$ cat src/rtl/decode_queue_if.sv
// decode_queue_if: fetch-side, execute-side and status signals of the decode queue
interface decode_queue_if #(
    parameter int DATA_W = 64,
    parameter int DEPTH  = 4
);
    logic                     f_to_d_valid;
    logic                     d_allow_in;
    logic [DATA_W-1:0]        f_payload;
    logic [31:0]              f_pc;
    logic [4:0]               f_rs1;
    logic [4:0]               f_rs2;
    logic                     f_use_rs1;
    logic                     f_use_rs2;
    logic                     e_allow_in;
    logic                     d_to_e_valid;
    logic [DATA_W-1:0]        D_payload;
    logic [31:0]              D_pc;
    logic [4:0]               D_rs1;
    logic [4:0]               D_rs2;
    logic                     D_commit;
    logic                     e_valid;
    logic                     E_is_load;
    logic [4:0]               E_rd;
    logic                     flush;
    logic [$clog2(DEPTH):0]   count;
    logic [15:0]              stall_cnt;

    modport master (
        output f_to_d_valid, f_payload, f_pc, f_rs1, f_rs2, f_use_rs1, f_use_rs2,
        output e_allow_in, e_valid, E_is_load, E_rd, flush,
        input  d_allow_in, d_to_e_valid, D_payload, D_pc, D_rs1, D_rs2, D_commit, count, stall_cnt
    );

    modport slave (
        input  f_to_d_valid, f_payload, f_pc, f_rs1, f_rs2, f_use_rs1, f_use_rs2,
        input  e_allow_in, e_valid, E_is_load, E_rd, flush,
        output d_allow_in, d_to_e_valid, D_payload, D_pc, D_rs1, D_rs2, D_commit, count, stall_cnt
    );
endinterface

$ cat src/rtl/decode_queue.sv
// decode_queue: decoded-instruction FIFO with load-use hazard gating; define DECODE_QUEUE_BYPASS_EN for an empty-queue bypass
module decode_queue #(
    parameter int          DATA_W    = 64,
    parameter int          DEPTH     = 4,
    parameter logic [31:0] COMMIT_LO = 32'h80000000,
    parameter logic [31:0] COMMIT_HI = 32'h87ffffff
) (
    input logic           clk,
    input logic           rst,
    decode_queue_if.slave q
);
    localparam int AW = $clog2(DEPTH);
    localparam int CW = AW + 1;

    logic [DATA_W-1:0] mem_payload [DEPTH];
    logic [31:0]       mem_pc      [DEPTH];
    logic [4:0]        mem_rs1     [DEPTH];
    logic [4:0]        mem_rs2     [DEPTH];
    logic              mem_use1    [DEPTH];
    logic              mem_use2    [DEPTH];
    logic              mem_commit  [DEPTH];

    logic [AW-1:0]     wr_ptr, rd_ptr;
    logic [CW-1:0]     cnt;
    logic [15:0]       stall;
    logic              empty, byp, head_ok, hazard, enq, deq, f_commit;
    logic [DATA_W-1:0] h_payload;
    logic [31:0]       h_pc;
    logic [4:0]        h_rs1, h_rs2;
    logic              h_use1, h_use2, h_commit;

    assign empty    = cnt == '0;
    assign f_commit = q.f_pc >= COMMIT_LO && q.f_pc <= COMMIT_HI;

`ifdef DECODE_QUEUE_BYPASS_EN
    assign byp = empty && q.f_to_d_valid && !q.flush;
`else
    assign byp = 1'b0;
`endif

    // head entry: stored head, or the incoming fetch entry while bypassing an empty queue
    always_comb begin
        h_payload = byp ? q.f_payload : mem_payload[rd_ptr];
        h_pc      = byp ? q.f_pc      : mem_pc[rd_ptr];
        h_rs1     = byp ? q.f_rs1     : mem_rs1[rd_ptr];
        h_rs2     = byp ? q.f_rs2     : mem_rs2[rd_ptr];
        h_use1    = byp ? q.f_use_rs1 : mem_use1[rd_ptr];
        h_use2    = byp ? q.f_use_rs2 : mem_use2[rd_ptr];
        h_commit  = byp ? f_commit    : mem_commit[rd_ptr];
    end

    assign hazard  = q.e_valid && q.E_is_load && q.E_rd != 5'd0 &&
                     ((h_use1 && q.E_rd == h_rs1) || (h_use2 && q.E_rd == h_rs2));
    assign head_ok = !rst && (!empty || byp);

    assign q.d_to_e_valid = head_ok && !hazard;
    assign q.d_allow_in   = cnt != CW'(DEPTH);
    assign q.D_payload    = head_ok ? h_payload : '0;
    assign q.D_pc         = head_ok ? h_pc : '0;
    assign q.D_rs1        = head_ok ? h_rs1 : '0;
    assign q.D_rs2        = head_ok ? h_rs2 : '0;
    assign q.D_commit     = head_ok && h_commit;
    assign q.count        = cnt;
    assign q.stall_cnt    = stall;

    // an entry that passes straight through the bypass is never stored
    assign enq = q.f_to_d_valid && q.d_allow_in && !q.flush && !(byp && q.e_allow_in && q.d_to_e_valid);
    assign deq = q.d_to_e_valid && q.e_allow_in && !q.flush && !empty;

    // storage array, intentionally left unreset
    always_ff @(posedge clk) begin
        if (enq && !rst) begin
            mem_payload[wr_ptr] <= q.f_payload;
            mem_pc[wr_ptr]      <= q.f_pc;
            mem_rs1[wr_ptr]     <= q.f_rs1;
            mem_rs2[wr_ptr]     <= q.f_rs2;
            mem_use1[wr_ptr]    <= q.f_use_rs1;
            mem_use2[wr_ptr]    <= q.f_use_rs2;
            mem_commit[wr_ptr]  <= f_commit;
        end
    end

    // pointers, occupancy and saturating stall counter; flush empties the queue but keeps the stall count
    always_ff @(posedge clk) begin
        if (rst) begin
            wr_ptr <= '0;
            rd_ptr <= '0;
            cnt    <= '0;
            stall  <= '0;
        end else begin
            if (!empty && hazard && !q.flush && stall != 16'hFFFF) stall <= stall + 16'd1;
            if (q.flush) begin
                wr_ptr <= '0;
                rd_ptr <= '0;
                cnt    <= '0;
            end else begin
                wr_ptr <= wr_ptr + AW'(enq);
                rd_ptr <= rd_ptr + AW'(deq);
                cnt    <= cnt + CW'(enq) - CW'(deq);
            end
        end
    end
endmodule

$ cat src/flat_wrapper.sv
// flat-port wrapper written by rule: the top's interface ports become plain ports
module decode_queue_flat 
#(
    parameter int          DATA_W    = 64,
    parameter int          DEPTH     = 4,
    parameter logic [31:0] COMMIT_LO = 32'h80000000,
    parameter logic [31:0] COMMIT_HI = 32'h87ffffff
)
  (clk, rst, q_f_to_d_valid, q_f_payload, q_f_pc, q_f_rs1, q_f_rs2, q_f_use_rs1, q_f_use_rs2, q_e_allow_in, q_e_valid, q_E_is_load, q_E_rd, q_flush, q_d_allow_in, q_d_to_e_valid, q_D_payload, q_D_pc, q_D_rs1, q_D_rs2, q_D_commit, q_count, q_stall_cnt);
  decode_queue_if #(.DATA_W(DATA_W), .DEPTH(DEPTH)) q_i ();
  input logic clk;
  input logic rst;
  input wire logic [$bits(q_i.f_to_d_valid)-1:0] q_f_to_d_valid;
  input wire logic [$bits(q_i.f_payload)-1:0] q_f_payload;
  input wire logic [$bits(q_i.f_pc)-1:0] q_f_pc;
  input wire logic [$bits(q_i.f_rs1)-1:0] q_f_rs1;
  input wire logic [$bits(q_i.f_rs2)-1:0] q_f_rs2;
  input wire logic [$bits(q_i.f_use_rs1)-1:0] q_f_use_rs1;
  input wire logic [$bits(q_i.f_use_rs2)-1:0] q_f_use_rs2;
  input wire logic [$bits(q_i.e_allow_in)-1:0] q_e_allow_in;
  input wire logic [$bits(q_i.e_valid)-1:0] q_e_valid;
  input wire logic [$bits(q_i.E_is_load)-1:0] q_E_is_load;
  input wire logic [$bits(q_i.E_rd)-1:0] q_E_rd;
  input wire logic [$bits(q_i.flush)-1:0] q_flush;
  output wire logic [$bits(q_i.d_allow_in)-1:0] q_d_allow_in;
  output wire logic [$bits(q_i.d_to_e_valid)-1:0] q_d_to_e_valid;
  output wire logic [$bits(q_i.D_payload)-1:0] q_D_payload;
  output wire logic [$bits(q_i.D_pc)-1:0] q_D_pc;
  output wire logic [$bits(q_i.D_rs1)-1:0] q_D_rs1;
  output wire logic [$bits(q_i.D_rs2)-1:0] q_D_rs2;
  output wire logic [$bits(q_i.D_commit)-1:0] q_D_commit;
  output wire logic [$bits(q_i.count)-1:0] q_count;
  output wire logic [$bits(q_i.stall_cnt)-1:0] q_stall_cnt;
  assign q_i.f_to_d_valid = q_f_to_d_valid;
  assign q_i.f_payload = q_f_payload;
  assign q_i.f_pc = q_f_pc;
  assign q_i.f_rs1 = q_f_rs1;
  assign q_i.f_rs2 = q_f_rs2;
  assign q_i.f_use_rs1 = q_f_use_rs1;
  assign q_i.f_use_rs2 = q_f_use_rs2;
  assign q_i.e_allow_in = q_e_allow_in;
  assign q_i.e_valid = q_e_valid;
  assign q_i.E_is_load = q_E_is_load;
  assign q_i.E_rd = q_E_rd;
  assign q_i.flush = q_flush;
  assign q_d_allow_in = q_i.d_allow_in;
  assign q_d_to_e_valid = q_i.d_to_e_valid;
  assign q_D_payload = q_i.D_payload;
  assign q_D_pc = q_i.D_pc;
  assign q_D_rs1 = q_i.D_rs1;
  assign q_D_rs2 = q_i.D_rs2;
  assign q_D_commit = q_i.D_commit;
  assign q_count = q_i.count;
  assign q_stall_cnt = q_i.stall_cnt;
  decode_queue #(.DATA_W(DATA_W), .DEPTH(DEPTH), .COMMIT_LO(COMMIT_LO), .COMMIT_HI(COMMIT_HI)) u_core (.clk(clk), .rst(rst), .q(q_i));
endmodule
$ cat config.mk
export PLATFORM = sky130hd
export DESIGN_NAME = decode_queue_flat
export DESIGN_NICKNAME = d
export VERILOG_FILES = /design/src/rtl/decode_queue_if.sv /design/src/rtl/decode_queue.sv /design/src/flat_wrapper.sv
export SDC_FILE = /design/constraint.sdc
export NUM_CORES = 1
export LEC_CHECK = 0
export BUFFER_PORTS_ARGS = -buffer_cell sky130_fd_sc_hd__buf_4
export CELL_PAD_IN_SITES_DETAIL_PLACEMENT = 0
export CELL_PAD_IN_SITES_GLOBAL_PLACEMENT = 1
export CORE_AREA = 5 5 239 265
export DETAILED_ROUTE_END_ITERATION = 10
export DIE_AREA = 0 0 244 270
export PLACE_DENSITY_LB_ADDON = 0.1
export SETUP_SLACK_MARGIN = 0.15
export SYNTH_ARGS = -nofsm -noshare
export SYNTH_HDL_FRONTEND = slang
export SYNTH_SLANG_ARGS = --single-unit
export TNS_END_PERCENT = 50
$ cat constraint.sdc
create_clock -name clk -period 11.4 [get_ports clk]
set_clock_uncertainty 0.2 [all_clocks]
set_input_delay 2.28 -clock clk [delete_from_list [all_inputs] [get_ports clk]]
set_output_delay 2.28 -clock clk [all_outputs]
set_load 0.005 [all_outputs]
# After elaboration in Yosys (flattened, before gate mapping)

Memory sizes are Yosys's and may differ from the RTL's. A register that Yosys moved wholly into a read port is not among the register bits.
Index checks and enable logic that the tools add are counted.
Widths: inputs -> output; s select.

Shifts and indexed selects: 0
Add/subtract/negate cells: 5
Bitwise gates (word level): 0
Order comparisons: 2
Equal/unequal tests: 4
Muxes and demuxes: 13
Divide/modulo/power cells: 0
Reductions and logical operators: 26
Multiply operators: 0

Operator list:

| operator              | number |
|---|---|
| $mux 64               | 1 |
| $ge 32x32->1 const B  | 1 |
| $le 32x32->1 const B  | 1 |
| $mux 32               | 1 |
| $logic_and 1x1->1     | 18 |
| $add 16x1->16 const B | 1 |
| $ne 16x16->1 const B  | 1 |
| $mux 2                | 7 |
| $eq 5x5->1            | 2 |
| $mux 5                | 2 |
| $reduce_bool 5->1     | 1 |
| $add 2x1->2           | 2 |
| $logic_not 1->1       | 4 |
| $add 3x1->3           | 1 |
| $logic_not 3->1       | 1 |
| $ne 3x3->1 const B    | 1 |
| $sub 3x1->3           | 1 |
| $mux 1                | 2 |
| $reduce_or 2->1       | 1 |
| $logic_or 1x1->1      | 1 |

Bits in writable memories: 436
Memories kept: 7
Register bits: 23
Output and inout port bits: 128
Word-level logic and storage cells: 61
Latch bits: 0
ROM bits: 0
Input bits: 120

Memory list:

| memory             | depth | bits a word | rd ports | clocked after memory_dff | write ports | RTL line           | RTL |
|---|---|---|---|---|---|---|---|
| u_core.mem_payload | 4     | 64          | 1        | 1                        | 1           | decode_queue.sv:15 | `logic [DATA_W-1:0] mem_payload [DEPTH];` |
| u_core.mem_pc      | 4     | 32          | 1        | 1                        | 1           | decode_queue.sv:16 | `logic [31:0] mem_pc [DEPTH];` |
| u_core.mem_rs1     | 4     | 5           | 1        | 1                        | 1           | decode_queue.sv:17 | `logic [4:0] mem_rs1 [DEPTH];` |
| u_core.mem_rs2     | 4     | 5           | 1        | 1                        | 1           | decode_queue.sv:18 | `logic [4:0] mem_rs2 [DEPTH];` |
| u_core.mem_commit  | 4     | 1           | 1        | 1                        | 1           | decode_queue.sv:21 | `logic mem_commit [DEPTH];` |
| u_core.mem_use1    | 4     | 1           | 1        | 1                        | 1           | decode_queue.sv:19 | `logic mem_use1 [DEPTH];` |
| 1 more memories    | -     | -           | -        | -                        | -           | -                  |  |

# Logic depth before layout (Yosys ltp)

Word-level depth: 11
Depth in mapped cells: 15
Depth with buffers taken out: 12

# Worst setup path before layout

Ideal clock, no wire load.

Path kind: in2reg
Start point: input port q_flush
End point: memory u_core.mem_commit[0], enable pin
Stages on the path: 3
Path buffers: 0
Setup time: 0.733 ns
Slack: -0.206 ns
Data required time: 10.467 ns
Arrival time: 10.673 ns
Cell sequence: and3b_1 -> nor2b_1 -> nor3b_1

Word-level cells in the longest chain between the ends: 5

RTL lines:

| element                      | RTL line           | RTL |
|---|---|---|
| start: declaration           | flat_wrapper.sv:24 | `input wire logic [$bits(q_i.flush)-1:0] q_flush;` |
| $logic_not 1->1              | decode_queue.sv:67 | `assign enq = q.f_to_d_valid && q.d_allow_in && !q.flush && !(byp && q.e_allow_in && q.d_to_e_valid);` |
| $logic_and 1x1->1            | decode_queue.sv:67 |  |
| $logic_and 1x1->1            | decode_queue.sv:72 | `if (enq && !rst) begin` |
| $mux 1                       | decode_queue.sv:72 |  |
| $mux 1 (implied by the code) | decode_queue.sv:79 | `mem_commit[wr_ptr] <= f_commit;` |
| end: declaration             | decode_queue.sv:21 |  |

Every way passes these cells.

# Worst setup path in the final report

Start point: input port q_E_rd[1]
End point: output port q_d_to_e_valid

Word-level cells in the longest chain between the ends: 6
Elaborated cells on any way between the ends: 10
Classes of those cells: eq/ne: 2; reduce/logical: 8

RTL lines:

| element             | RTL line           | RTL |
|---|---|---|
| start: declaration  | flat_wrapper.sv:23 | `input wire logic [$bits(q_i.E_rd)-1:0] q_E_rd;` |
| $eq 5x5->1          | decode_queue.sv:53 | `((h_use1 && q.E_rd == h_rs1) \|\| (h_use2 && q.E_rd == h_rs2));` |
| $logic_and 1x1->1   | decode_queue.sv:53 |  |
| $logic_or 1x1->1    | decode_queue.sv:53 |  |
| $logic_and 1x1->1 * | decode_queue.sv:52 | `assign hazard = q.e_valid && q.E_is_load && q.E_rd != 5'd0 &&` |
| $logic_not 1->1 *   | decode_queue.sv:56 | `assign q.d_to_e_valid = head_ok && !hazard;` |
| $logic_and 1x1->1 * | decode_queue.sv:56 |  |
| end: declaration    | flat_wrapper.sv:26 | `output wire logic [$bits(q_i.d_to_e_valid)-1:0] q_d_to_e_valid;` |

Every way passes the cells marked *; elsewhere a longest branch is shown, timed or not.

==> impl_metrics.toml <==
[status]
status = "finished clean"

[die]
dieArea_um2 = 65900
rows = 95
core_um2 = 60400
die_w_um = 244
fp.dieH_um = 270
io_pins = 248
start_util_pct = 29.6

[layout]
fillers = 5687
design_area_um2 = 22300
layout-drive-gt1-share_pct = 37.7
layout.nets = 1266
syn_to_final_growth_pct = 24.5

[routing]
drcViolationCount = 0
drt_iter0_markers = 422
wl_per_cell_um = 22.4
num_vias = 8980
ant_nets = 0
drt_first_pass_iters = 4
vias_per_cell = 4.58
drt-total-wl_um = 43900

[pwr]
ir_drop_uv = 99.2
powerDensity_nw_per_um2 = 158
p_leak_nw = 7.40

[yosys]
synth_nets = 997
avgSynthCellArea_um2 = 20.5
synth.area.mux_share_pct = 14.5
ys_top_cells_by_area = "edfxtp_1 (73%), mux4_2 (13%), and2_1 (3.9%)"
ys_async_sr_fraction_pct = 0
synth_ff_type = "edfxtp_1"
synthDistinctLibCells = 44
synth_edf_count = 436
ys_seq_elements = 459
synth-xor-area-share_pct = 0.588
synth_top_family_by_area = "multiplexers"
netlist.area_leader.share_pct = 73.2
ys_warn_count = 0
syn-instance-count = 873
yosys.area_share.simple_pct = 6.91
synthAdderAreaFrac_pct = 0.322
synth_compound_area_share_pct = 0.812
ys_seq_area_share_pct = 75.8
yosys.area.top_type = "edfxtp_1"
synth_area_um2 = 17900

[cts]
cts_hold_buf = 0
ctsRootBufferMaster = "clkbuf_16"
clock_sinks = 459
htreeDepth = 2
cts_tree = "done"
cts_buffer_depth = 3
postCtsSetupBuffers = 0
cts_made_buffers = 51
clkTransAtPathRegs_ps = 60
cts_resized = 0
clkLatencyLatePin_ps = 580

[sta]
final.setup.worst_slack_ps = 5010
timing.slew.headroom_pct = 28.8
worst_slew_pin_slew_ps = 1070
holdWs_ps = 290
max_freq_mhz = 156
fin_crit_ps = 6390
finalSetupViolCount = 0
slew_viol_final = 0
min_period_over_period_pct = 56.1
hold_violations = 0
timing.setup.tns_ps = 0
rsz0062_at_grt = "false"

[global_route]
grt_pass1_wl_um = 65500
grt_pass1_vias = 9635
grt_remaining_overflow = 0
grt.total_usage_pct = 13.1
grt_max_degree = 110
antenna_found_initial = 6

[setup_path]
r2r_slack_ps = 6600
ff2ff_path_depth = 13
endpoint_kind = "primary output"
crit_end = "q_d_to_e_valid"
critPathMaxFanout = 4
crit_start = "q_E_rd[1]"
r2r-start = "u_core.rd_ptr[0]"
setup.worst_path.start_class = "primary input"
crit_type = "in2out"
r2r_end = "u_core.q.count[2]"
critPathRequiredTime_ps = 8920
critPathArrivalTime_ps = 3910

[placement]
placed_area_um2 = 20700
dp_slack_ps = 4980
hpwl_um = 26200
io_buffers = 247
place.gp.congestion = 0.696

[flow_run]
drv_cap = 0

[min_path]
hp-class = "reg2reg"
## worst max-delay path: stages
cell and delay (ps):
buf_4 130, or3_1 360, o311a_1 320, nand4_1 130
nor4_4 80, nor3_1 410, buf_4 200
## cells by family after synthesis
kind of cell               after synthesis
adders and majority gates                4
and+or+nand+nor                        206
buffers and inverters                   46
DFF                                    459
AOI/OAI and AO/OA                       22
muxes                                  124
xor gates and xnor gates                12
## per-stage QoR
step / utilization (%) / power [mW] / cells
2_1_floorplan: - / 1.94 / 873
3_3_place_gp: 34.2 / 2.01 / 1865
3_5_place_dp: 34.2 / 2.01 / 1865
4_1_cts: 36.8 / 3.59 / 1956
5_1_grt: 36.8 / 3.67 / 1957
6_report: 36.9 / 3.52 / 1959
## synth_stat cells, drive strengths merged (3+ instances only)
cell    count
mux4      107
buf        16
mux2       10
nand2b      4
nor2b       8
a21oi       8
o31ai       5
nor3        8
mux2i       7
nor2       20
xnor2      10
nand3      14
dfxtp      23
clkbuf     28
nor3b       3
nor4        4
or4         5
and2      111
nand2      12
o21ai       3
or2         3
ha          3
nand3b      3
nand4       3
edfxtp    436
or3         3
## worst min path at each step
stage                           from               endpoint  slack (ps)  cells after the start
3_5_place_dp   u_core.q.stall_cnt[9]  u_core.q.stall_cnt[9]         280                      2
6_report       u_core.q.stall_cnt[9]  u_core.q.stall_cnt[9]         290                      2
4_1_cts        u_core.q.stall_cnt[9]  u_core.q.stall_cnt[9]         290                      2
2_1_floorplan  u_core.q.stall_cnt[9]  u_core.q.stall_cnt[9]         280                      2
5_1_grt        u_core.q.stall_cnt[9]  u_core.q.stall_cnt[9]         310                      2
3_3_place_gp   u_core.q.stall_cnt[9]  u_core.q.stall_cnt[9]         280                      2
## report_power, final
part | internal [mW] | total [mW] | leakage, nW | switching, mW
registers | 1.86 | 1.86 | 4.13 | 0.00363
clock network | 0.908 | 1.55 | 0.754 | 0.646
logic | 0.0522 | 0.105 | 2.51 | 0.0529
## cell type report
| class | instances | area (µm²) | share of cell area (%) |
|---|---|---|---|
| clock buffers | 68 | 1370 | 6.16 |
| multi-input cells | 368 | 4170 | 18.8 |
| flip-flops and latches | 459 | 13600 | 60.9 |
| clock inverters | 23 | 195 | 0.877 |
| well taps | 776 | 971 | 4.36 |
| diodes | 3 | 7.51 | 0.0337 |
| repair buffers | 260 | 1960 | 8.83 |
| inverters | 2 | 7.51 | 0.0337 |
## flip-flops by register name, indices dropped and copies added (netlist names)
name and flops:
u_core.mem_commit 4, u_core.mem_payload 256, u_core.mem_pc 128, u_core.mem_rs1 20, u_core.mem_rs2 20, u_core.mem_use1 4, u_core.mem_use2 4, u_core.q.count 3
u_core.q.stall_cnt 16, u_core.rd_ptr 2, u_core.wr_ptr 2
## layer usage
metal  part of all wire, %  vias to the layer above  global-route usage, %
met5                 0.071                        -                      0
met2                    50                      191                   22.0
li1                      -                     4070                      -
met1                    43                     4657                   17.1
met3                   5.3                       58                   3.46
met4                   1.9                        4                   3.34
## cells in the final DEF (no fill, tap or decap), types with 2 or more instances in the layout
cell and count:
clkbuf_1 15, dfxtp_4 2, clkinvlp_4 2, or2_2 2, nor2_4 3, o31ai_1 5, inv_1 2, nand3_1 14
nor4_4 2, nor2b_1 8, clkinv_2 4, nand2b_1 4, and4_1 2, or4_1 5, clkbuf_16 52, xnor2_1 10
clkinv_1 12, bufinv_16 3, diode_2 3, nor4_1 2, nand2_1 12, mux4_2 107, mux2_1 8, xor2_1 2
edfxtp_1 436, nand4_1 3, mux2i_1 7, o21ai_1 3, nor3b_1 2, nand3b_1 3, a21oi_1 8, dfxtp_1 21
and2_1 111, nor2_1 16, nor3_1 8, or3_1 3, buf_4 259, ha_1 3, mux2_2 2
(Power assumes the default switching activity.)
